### src/rtl/psi_pkg.sv
// Shared types and sizing helpers for the PSI intersection scheduler.
package psi_pkg;

    typedef enum logic {
        ACC = 1'b0,
        OUT = 1'b1
    } psi_state_e;

    // Number of W-bit chunks needed to carry a B-bit bitmap.
    function automatic int unsigned psi_chunks(input int unsigned b, input int unsigned w);
        return (b + w - 1) / w;
    endfunction

    // Index width that stays at least one bit wide when only one value exists.
    function automatic int unsigned psi_idx_w(input int unsigned n);
        return (n > 1) ? $clog2(n) : 1;
    endfunction

endpackage

### src/rtl/psi_popcount.sv
// Adder-tree population count of a B-bit vector; built only when PSI_CARD_EN is defined.
module psi_popcount #(
    parameter int unsigned B    = 10,
    parameter int unsigned CntW = $clog2(B + 1)
) (
    input  logic [B-1:0]    data_i,
    output logic [CntW-1:0] cnt_o
);

    localparam int unsigned Leaves = (B > 1) ? (1 << $clog2(B)) : 1;

    // Heap-ordered tree: node k sums nodes 2k and 2k+1, leaves start at index Leaves.
    logic [CntW-1:0] tree [2*Leaves];

    always_comb begin
        for (int unsigned k = 0; k < 2 * Leaves; k++) begin
            tree[k] = '0;
        end
        for (int unsigned i = 0; i < B; i++) begin
            tree[Leaves + i] = CntW'(data_i[i]);
        end
        for (int unsigned k = Leaves - 1; k >= 1; k--) begin
            tree[k] = tree[2*k] + tree[2*k + 1];
        end
        cnt_o = tree[1];
    end

endmodule

### src/rtl/psi_stream_sched.sv
// Time-multiplexed N-party bitwise-AND intersection over a W-bit valid/ready stream.
// Optional popcount output is enabled with the PSI_CARD_EN macro.
module psi_stream_sched
    import psi_pkg::*;
#(
    parameter int unsigned B    = 10,
    parameter int unsigned N    = 2,
    parameter int unsigned W    = 5,
    localparam int unsigned C    = psi_chunks(B, W),
    localparam int unsigned PW   = psi_idx_w(N),
    localparam int unsigned CW   = psi_idx_w(C),
    localparam int unsigned CntW = $clog2(B + 1)
) (
    input  logic            clk,
    input  logic            rst_n,
    input  logic            clr,
    input  logic            in_valid,
    output logic            in_ready,
    input  logic [W-1:0]    in_data,
    output logic [PW-1:0]   exp_party,
    output logic [CW-1:0]   exp_chunk,
    output logic            out_valid,
    input  logic            out_ready,
`ifdef PSI_CARD_EN
    output logic [CntW-1:0] out_card,
`endif
    output logic [B-1:0]    out_data
);

    localparam logic [CW-1:0] LastChunk = CW'(C - 1);
    localparam logic [PW-1:0] LastParty = PW'(N - 1);

    psi_state_e      state_q, state_d;
    logic [PW-1:0]   party_q, party_d;
    logic [CW-1:0]   chunk_q, chunk_d;
    logic [B-1:0]    acc_q, acc_d;
    logic [B-1:0]    acc_lane;

    // Chunk-select AND lane; input bits beyond B on the last chunk have no target.
    always_comb begin
        acc_lane = acc_q;
        for (int unsigned i = 0; i < B; i++) begin
            if ((i / W) == 32'(chunk_q)) begin
                if (party_q == '0) begin
                    acc_lane[i] = in_data[i % W];
                end else begin
                    acc_lane[i] = acc_q[i] & in_data[i % W];
                end
            end
        end
    end

    always_comb begin
        state_d = state_q;
        party_d = party_q;
        chunk_d = chunk_q;
        acc_d   = acc_q;

        if (clr) begin
            state_d = ACC;
            party_d = '0;
            chunk_d = '0;
            acc_d   = '0;
        end else begin
            unique case (state_q)
                ACC: begin
                    if (in_valid) begin
                        acc_d = acc_lane;
                        if (chunk_q == LastChunk) begin
                            chunk_d = '0;
                            if (party_q == LastParty) begin
                                party_d = '0;
                                state_d = OUT;
                            end else begin
                                party_d = party_q + 1'b1;
                            end
                        end else begin
                            chunk_d = chunk_q + 1'b1;
                        end
                    end
                end
                OUT: begin
                    if (out_ready) begin
                        state_d = ACC;
                    end
                end
                default: state_d = ACC;
            endcase
        end
    end

    always_ff @(posedge clk or negedge rst_n) begin
        if (!rst_n) begin
            state_q <= ACC;
            party_q <= '0;
            chunk_q <= '0;
            acc_q   <= '0;
        end else begin
            state_q <= state_d;
            party_q <= party_d;
            chunk_q <= chunk_d;
            acc_q   <= acc_d;
        end
    end

    assign in_ready  = (state_q == ACC);
    assign out_valid = (state_q == OUT);
    assign out_data  = acc_q;
    assign exp_party = party_q;
    assign exp_chunk = chunk_q;

`ifdef PSI_CARD_EN
    psi_popcount #(
        .B    (B),
        .CntW (CntW)
    ) u_popcount (
        .data_i (acc_q),
        .cnt_o  (out_card)
    );
`endif

endmodule

### config.mk
export PLATFORM = sky130hd
export DESIGN_NAME = psi_stream_sched
export DESIGN_NICKNAME = d
export VERILOG_FILES = /design/src/rtl/psi_pkg.sv /design/src/rtl/psi_popcount.sv /design/src/rtl/psi_stream_sched.sv
export SDC_FILE = /design/constraint.sdc
export NUM_CORES = 1
export LEC_CHECK = 0
export CAP_MARGIN = 30
export CORE_AREA = 2 2 39 41
export CTS_BUF_LIST = sky130_fd_sc_hd__clkbuf_4 sky130_fd_sc_hd__clkbuf_8
export DETAILED_ROUTE_END_ITERATION = 7
export DIE_AREA = 0 0 41 43
export PLACE_DENSITY = 0.91
export SYNTH_ARGS = -nofsm -noshare
export SYNTH_HDL_FRONTEND = slang
export SYNTH_SLANG_ARGS = --single-unit
export TNS_END_PERCENT = 30
### constraint.sdc
create_clock -name clk -period 2.5 [get_ports clk]
set_input_delay 0.5 -clock clk [delete_from_list [all_inputs] [get_ports clk]]
set_output_delay 0.5 -clock clk [all_outputs]
set_load 0.1 [all_outputs]
== Word level (Yosys, flattened, before mapping) ==
Cells that the tools add are included.

* Logic and storage cells: 63
* Register bits after elaboration: 13
* Input bits: 10
* Output and inout port bits: 14

* Mux-type cells: 38
* Reduce and logical (&&, ||, !) cells: 5
* Eq/ne operators: 2
* Add/subtract/negate cells: 2
* Bitwise operators: 11

{| class="wikitable"
|+ Operators by type and width
! operator !! count
|-
| two-way mux 1 bit || 34
|-
| two-way mux 10 bit || 3
|-
| AND 1 bit || 10
|-
| AND reduction 3 bit || 2
|-
| != test 2 bit (second input constant) || 2
|-
| nonzero test 2 bit || 2
|-
| adder 1 bit (second input constant) || 2
|-
| case mux 1 bit (2 select lines) || 1
|-
| AND reduction 2 bit || 1
|-
| NOT 1 bit || 1
|}

== Longest topological paths before layout ==
* Word-level depth: 6
* Mapped depth: 4
* Gate-level depth less buffers: 3

== Least setup slack after synthesis ==
OpenSTA, ideal clock, no wires.

* Kind: flip-flop to flip-flop
* Start point: register state_q (netlist: out_valid)
* End point: register state_q (netlist: out_valid)
* Path slack: 0.298 ns
* Arrival: 2.093 ns
* Period minus slack after synthesis: 2.202 ns
* Required time: 2.392 ns
* Setup time: 0.108 ns
* Stages on the path, launching flop included: 3
* Buffers on the path: 0
* Cell sequence: dfrtp_1 -> inv_1 -> o32ai_1

* Longest elaborated chain between the ends: 3

{| class="wikitable"
|+ RTL lines
! element !! RTL line !! RTL
|-
| start: declaration || psi_stream_sched.sv:33 || <nowiki>psi_state_e state_q, state_d;</nowiki>
|-
| start signal: assignment || psi_stream_sched.sv:99 || <nowiki>state_q <= state_d;</nowiki>
|-
| NOT 1 bit || n/a ||
|-
| via in_ready || psi_stream_sched.sv:18 || <nowiki>output logic in_ready,</nowiki>
|-
| case mux 1 bit (2 select lines) || psi_stream_sched.sv:65 || <nowiki>unique case (state_q)</nowiki>
|-
| two-way mux 1 bit || psi_stream_sched.sv:59 || <nowiki>if (clr) begin</nowiki>
|-
| via state_d || psi_stream_sched.sv:33 ||
|}

The timed path passes the listed nets, and every way through them passes these cells.
A chain may end at the register's enable or synchronous reset.

== Worst setup path after layout ==
* Start point: register chunk_q (netlist: exp_chunk)
* End point: output exp_chunk

{| class="wikitable"
|+ RTL lines
! element !! RTL line !! RTL
|-
| start: declaration || psi_stream_sched.sv:35 || <nowiki>logic [CW-1:0] chunk_q, chunk_d;</nowiki>
|-
| start signal: assignment || psi_stream_sched.sv:101 || <nowiki>chunk_q <= chunk_d;</nowiki>
|-
| end: declaration || psi_stream_sched.sv:21 || <nowiki>output logic [CW-1:0] exp_chunk,</nowiki>
|}

No word-level cell between the ends.

==> flow_summary.html <==
<table>
<tr><th>Metric</th><th>Value</th></tr>
<tr><th colspan="2">Status</th></tr>
<tr><td>Result of the run</td><td>finished, final reports clean</td></tr>
<tr><th colspan="2">Setup path</th></tr>
<tr><td>Kind of cell with the highest combined delay on the critical path</td><td>flip-flops</td></tr>
<tr><td>Total buffers and inverters traversed by the critical path</td><td>1</td></tr>
<tr><td>Category of the worst setup path launch point</td><td>flop</td></tr>
<tr><td>Crit path capture type</td><td>output pin</td></tr>
<tr><td>Data arrival at the endpoint of the critical path</td><td>about 1200 ps</td></tr>
<tr><td>CP required</td><td>2000 ps</td></tr>
<tr><td>CP Cell Sequence</td><td>buf_4</td></tr>
<tr><td>Crit-path max FO</td><td>9</td></tr>
<tr><td>Classification of the worst setup path</td><td>reg2out</td></tr>
<tr><td>Maximum cell stage delay along the critical path</td><td>about 570 ps</td></tr>
<tr><td>CP max stage cell</td><td>dfrtp_1</td></tr>
<tr><th colspan="2">Die</th></tr>
<tr><td>FP Rows</td><td>14</td></tr>
<tr><td>Number of top-level pins</td><td>24</td></tr>
<tr><td>Chip width</td><td>41 um</td></tr>
<tr><td>Die extent in y</td><td>~43 um</td></tr>
<tr><td>Starting density of the core</td><td>0.4042</td></tr>
<tr><td>Die area</td><td>0.001763 sq mm</td></tr>
<tr><td>Area of the placeable core</td><td>0.001384 sq mm</td></tr>
<tr><th colspan="2">Placement</th></tr>
<tr><td>Number of placed instances, taps included</td><td>84</td></tr>
<tr><td>Worst setup slack after placement</td><td>between 700 and 800 ps</td></tr>
<tr><td>Post-detail-place hpwl</td><td>940.5 um</td></tr>
<tr><td>Number of buffers inserted by port buffering</td><td>23</td></tr>
<tr><td>Final RePlAce weighted congestion</td><td>between 0.7 and 0.8</td></tr>
<tr><th colspan="2">Synthesis</th></tr>
<tr><td>Syn Nets</td><td>57</td></tr>
<tr><td>Cell Area, Synth</td><td>around 560 sq um</td></tr>
<tr><td>Cells after synthesis</td><td>47</td></tr>
<tr><td>Synthesized area divided by synthesized cell count</td><td>11.90 sq um</td></tr>
<tr><td>Count of distinct cell types in the synthesized netlist</td><td>14</td></tr>
<tr><td>Flip-flop and latch count after synthesis</td><td>13</td></tr>
<tr><td>Share of the yosys chip area belonging to registers</td><td>0.5817</td></tr>
<tr><td>Synth warn</td><td>0</td></tr>
<tr><th colspan="2">Power</th></tr>
<tr><td>Cell area power density</td><td>~750 mW/mm^2</td></tr>
<tr><td>Power share of the combinational group</td><td>0.375</td></tr>
<tr><td>Sw Share</td><td>0.4278</td></tr>
<tr><td>Clock power share</td><td>0.216</td></tr>
<tr><td>Sequential fraction of design power</td><td>0.409</td></tr>
<tr><td>Internal portion of total power</td><td>between 0.0003 and 0.0004 W</td></tr>
<tr><td>Switching power</td><td>0.0002553 W</td></tr>
<tr><td>Worst voltage drop across the vdd grid</td><td>0.3518 mV</td></tr>
<tr><td>Static power due to leakage</td><td>around 0.38 nW</td></tr>
<tr><td>Tot Pwr</td><td>0.0005967 W</td></tr>
<tr><th colspan="2">STA</th></tr>
<tr><td>Post-route setup slack</td><td>790.9 ps</td></tr>
<tr><td>Final hold violations</td><td>0</td></tr>
<tr><td>Slew Limit Headroom</td><td>0.6192</td></tr>
<tr><td>Maximum clock frequency</td><td>585.1 MHz</td></tr>
<tr><td>Shortest clock period the worst path allows after layout</td><td>~1700 ps</td></tr>
<tr><td>Finish-stage setup viols</td><td>0</td></tr>
<tr><td>Share of the clock period used by the worst path after layout</td><td>0.6836</td></tr>
<tr><td>Measured slew at the worst slew-check pin</td><td>569.4 ps</td></tr>
<tr><td>Max-slew violations</td><td>0</td></tr>
<tr><td>Final setup skew</td><td>3.517 ps</td></tr>
<tr><td>Setup repair after global routing missed its margin</td><td>false</td></tr>
<tr><td>Setup_tns</td><td>0 ps</td></tr>
<tr><th colspan="2">Clock tree</th></tr>
<tr><td>Cells resized by post-CTS repair</td><td>0</td></tr>
<tr><td>Sinks on the clock net</td><td>13</td></tr>
<tr><td>Insertion delay of the later-clocked pin in the worst-skew pair</td><td>between 200 and 300 ps</td></tr>
<tr><td>Clock buffers created by TritonCTS</td><td>3</td></tr>
<tr><td>CTS tree</td><td>built</td></tr>
<tr><td>Post-CTS setup repair buffer count</td><td>0</td></tr>
<tr><td>H-tree lvl count</td><td>1</td></tr>
<tr><td>Cell chosen for the clock root</td><td>clkbuf_4</td></tr>
<tr><td>Clock transition at the register clock pins on the worst setup and hold paths after CTS</td><td>80 ps</td></tr>
<tr><td>Cts hold-fix bufs</td><td>0</td></tr>
<tr><td>Bufs on Longest Clock Path</td><td>2</td></tr>
<tr><th colspan="2">GRT</th></tr>
<tr><td>Global-route wire length before repair</td><td>between 1.5 and 2 mm</td></tr>
<tr><td>Vias in the first global route</td><td>between 400 and 500</td></tr>
<tr><td>Grt total ovfl</td><td>0</td></tr>
<tr><td>Antenna violations before repair</td><td>0</td></tr>
<tr><td>GRT Resource Usage Total</td><td>0.1589</td></tr>
<tr><td>Maximum number of pins on one net before global-route repair</td><td>14</td></tr>
<tr><th colspan="2">Drt</th></tr>
<tr><td>DRC errors left</td><td>0</td></tr>
<tr><td>Routed vias/inst</td><td>5.136</td></tr>
<tr><td>Drt wl/cell</td><td>13.65 um</td></tr>
<tr><td>Total wire length after detailed routing</td><td>~1.2 mm</td></tr>
<tr><td>DRC violation total after the first TritonRoute iteration</td><td>15</td></tr>
<tr><td>Total via count in the routed design</td><td>452</td></tr>
<tr><td>Pre-antenna DRT Iters</td><td>4</td></tr>
<tr><td>Post-route ant nets</td><td>0</td></tr>
<tr><th colspan="2">Layout</th></tr>
<tr><td>Relative area change from synthesis to final layout</td><td>41.39%</td></tr>
<tr><td>Fraction of final layout cells with drive strength greater than 1</td><td>0.3611</td></tr>
<tr><td>Non-filler instance count after layout</td><td>88</td></tr>
<tr><td>Layout filler cell count</td><td>127</td></tr>
<tr><td>Diodes inserted</td><td>0</td></tr>
<tr><td>Fin nets</td><td>83</td></tr>
<tr><th colspan="2">Worst hold path</th></tr>
<tr><td>Type of the tightest min-delay check</td><td>reg2reg</td></tr>
<tr><th colspan="2">Run</th></tr>
<tr><td>Maxcap violations</td><td>0</td></tr>
</table>
## stage by stage
| stage | instance area [sq um] | util | hold WS [ps] |
|---|---|---|---|
| floorplan | 559.3 | - | 204.4 |
| global placement | 763.2 | 0.5515 | 549.1 |
| detailed placement | 763.2 | 0.5515 | 540.2 |
| CTS | 790.8 | 0.5714 | 566.5 |
| global route | 790.8 | 0.5714 | 571.6 |
| finish | 790.8 | 0.5714 | 562.3 |
## layout make-up
cell class                 instances  area [sq um]  area share
sequential                        13         325.3      0.4114
multi-input combinational         30         215.2      0.2722
timing repair buffer              23         195.2      0.2468
clock buffer                       3         22.52     0.02848
tap                               16         20.02     0.02532
inverter                           2         7.507    0.009494
clock inverter                     1         5.005    0.006329
## per-layer routing
layer,share of wire,vias up,GRT usage
met2,0.51,18,0.2500
met5,0,-,0
met3,0.067,0,0.04712
li1,-,219,-
met1,0.42,215,0.1852
met4,0,0,0.08000
## state kept, by name, indices dropped and copies added, names as in the netlist
name and cells:
exp_chunk 1, exp_party 1, out_data 10, out_valid 1
## power groups by stage
stage                     registers [W]  clock network (W)   logic, W
after detailed placement       0.000249                  0   0.000224
after global placement         0.000248                  0   0.000222
final                          0.000244           0.000129   0.000224
after floorplan                0.000370                  0  0.0000456
after CTS                      0.000244           0.000133   0.000225
after global routing           0.000247           0.000144   0.000234
## synth_stat cells
cell,number,share of area
nor2_1,7,0.047
buf_4,1,0.013
nand3b_2,1,0.020
inv_1,2,0.013
nand2_1,1,0.0067
o221a_2,5,0.10
clkbuf_1,1,0.0067
nor4b_4,1,0.043
nand2b_1,1,0.011
o32ai_1,1,0.016
xor2_1,2,0.031
nor3_1,10,0.089
dfrtp_1,13,0.58
nor2_4,1,0.020
## worst paths after layout
| kind | from | end | slack [ps] | cells after the start |
|---|---|---|---|---|
| max | exp_chunk | exp_chunk | 790 | 1 |
| min | out_data[8] | out_data[8] | 560 | 1 |
| max reg2reg | exp_chunk | out_data[6] | 1190 | 3 |
| min reg2reg | out_data[8] | out_data[8] | 560 | 1 |
| max in group asynchronous | rst_n | exp_party | 1540 | 1 |
| min in group asynchronous | rst_n | out_data[4] | 580 | 1 |
## layout by cell type (no fill, tap or decap)
cell type,synthesis,routed
xor2_1,2,2
nor4b_4,1,1
clkinv_2,0,1
nand3b_2,1,1
o32ai_1,1,1
nand2b_1,1,1
nor3_1,10,10
nor2_4,1,1
nand2_1,1,1
o221a_2,5,5
clkdlybuf4s50_1,0,9
dfrtp_1,13,13
buf_4,1,14
inv_1,2,2
nor2_1,7,7
clkbuf_4,0,3
## cell families (layout without fill, tap and decap cells)
kind of cell	count (synthesis)	count (layout)	synth area share
XOR/XNOR	2	2	0.03133
AND/OR/NAND/NOR	22	22	0.2371
AO/OA/AOI/OAI	6	6	0.1163
buffers and inverters	4	29	0.03356
flip-flops	13	13	0.5817
(Power assumes the default switching activity.)
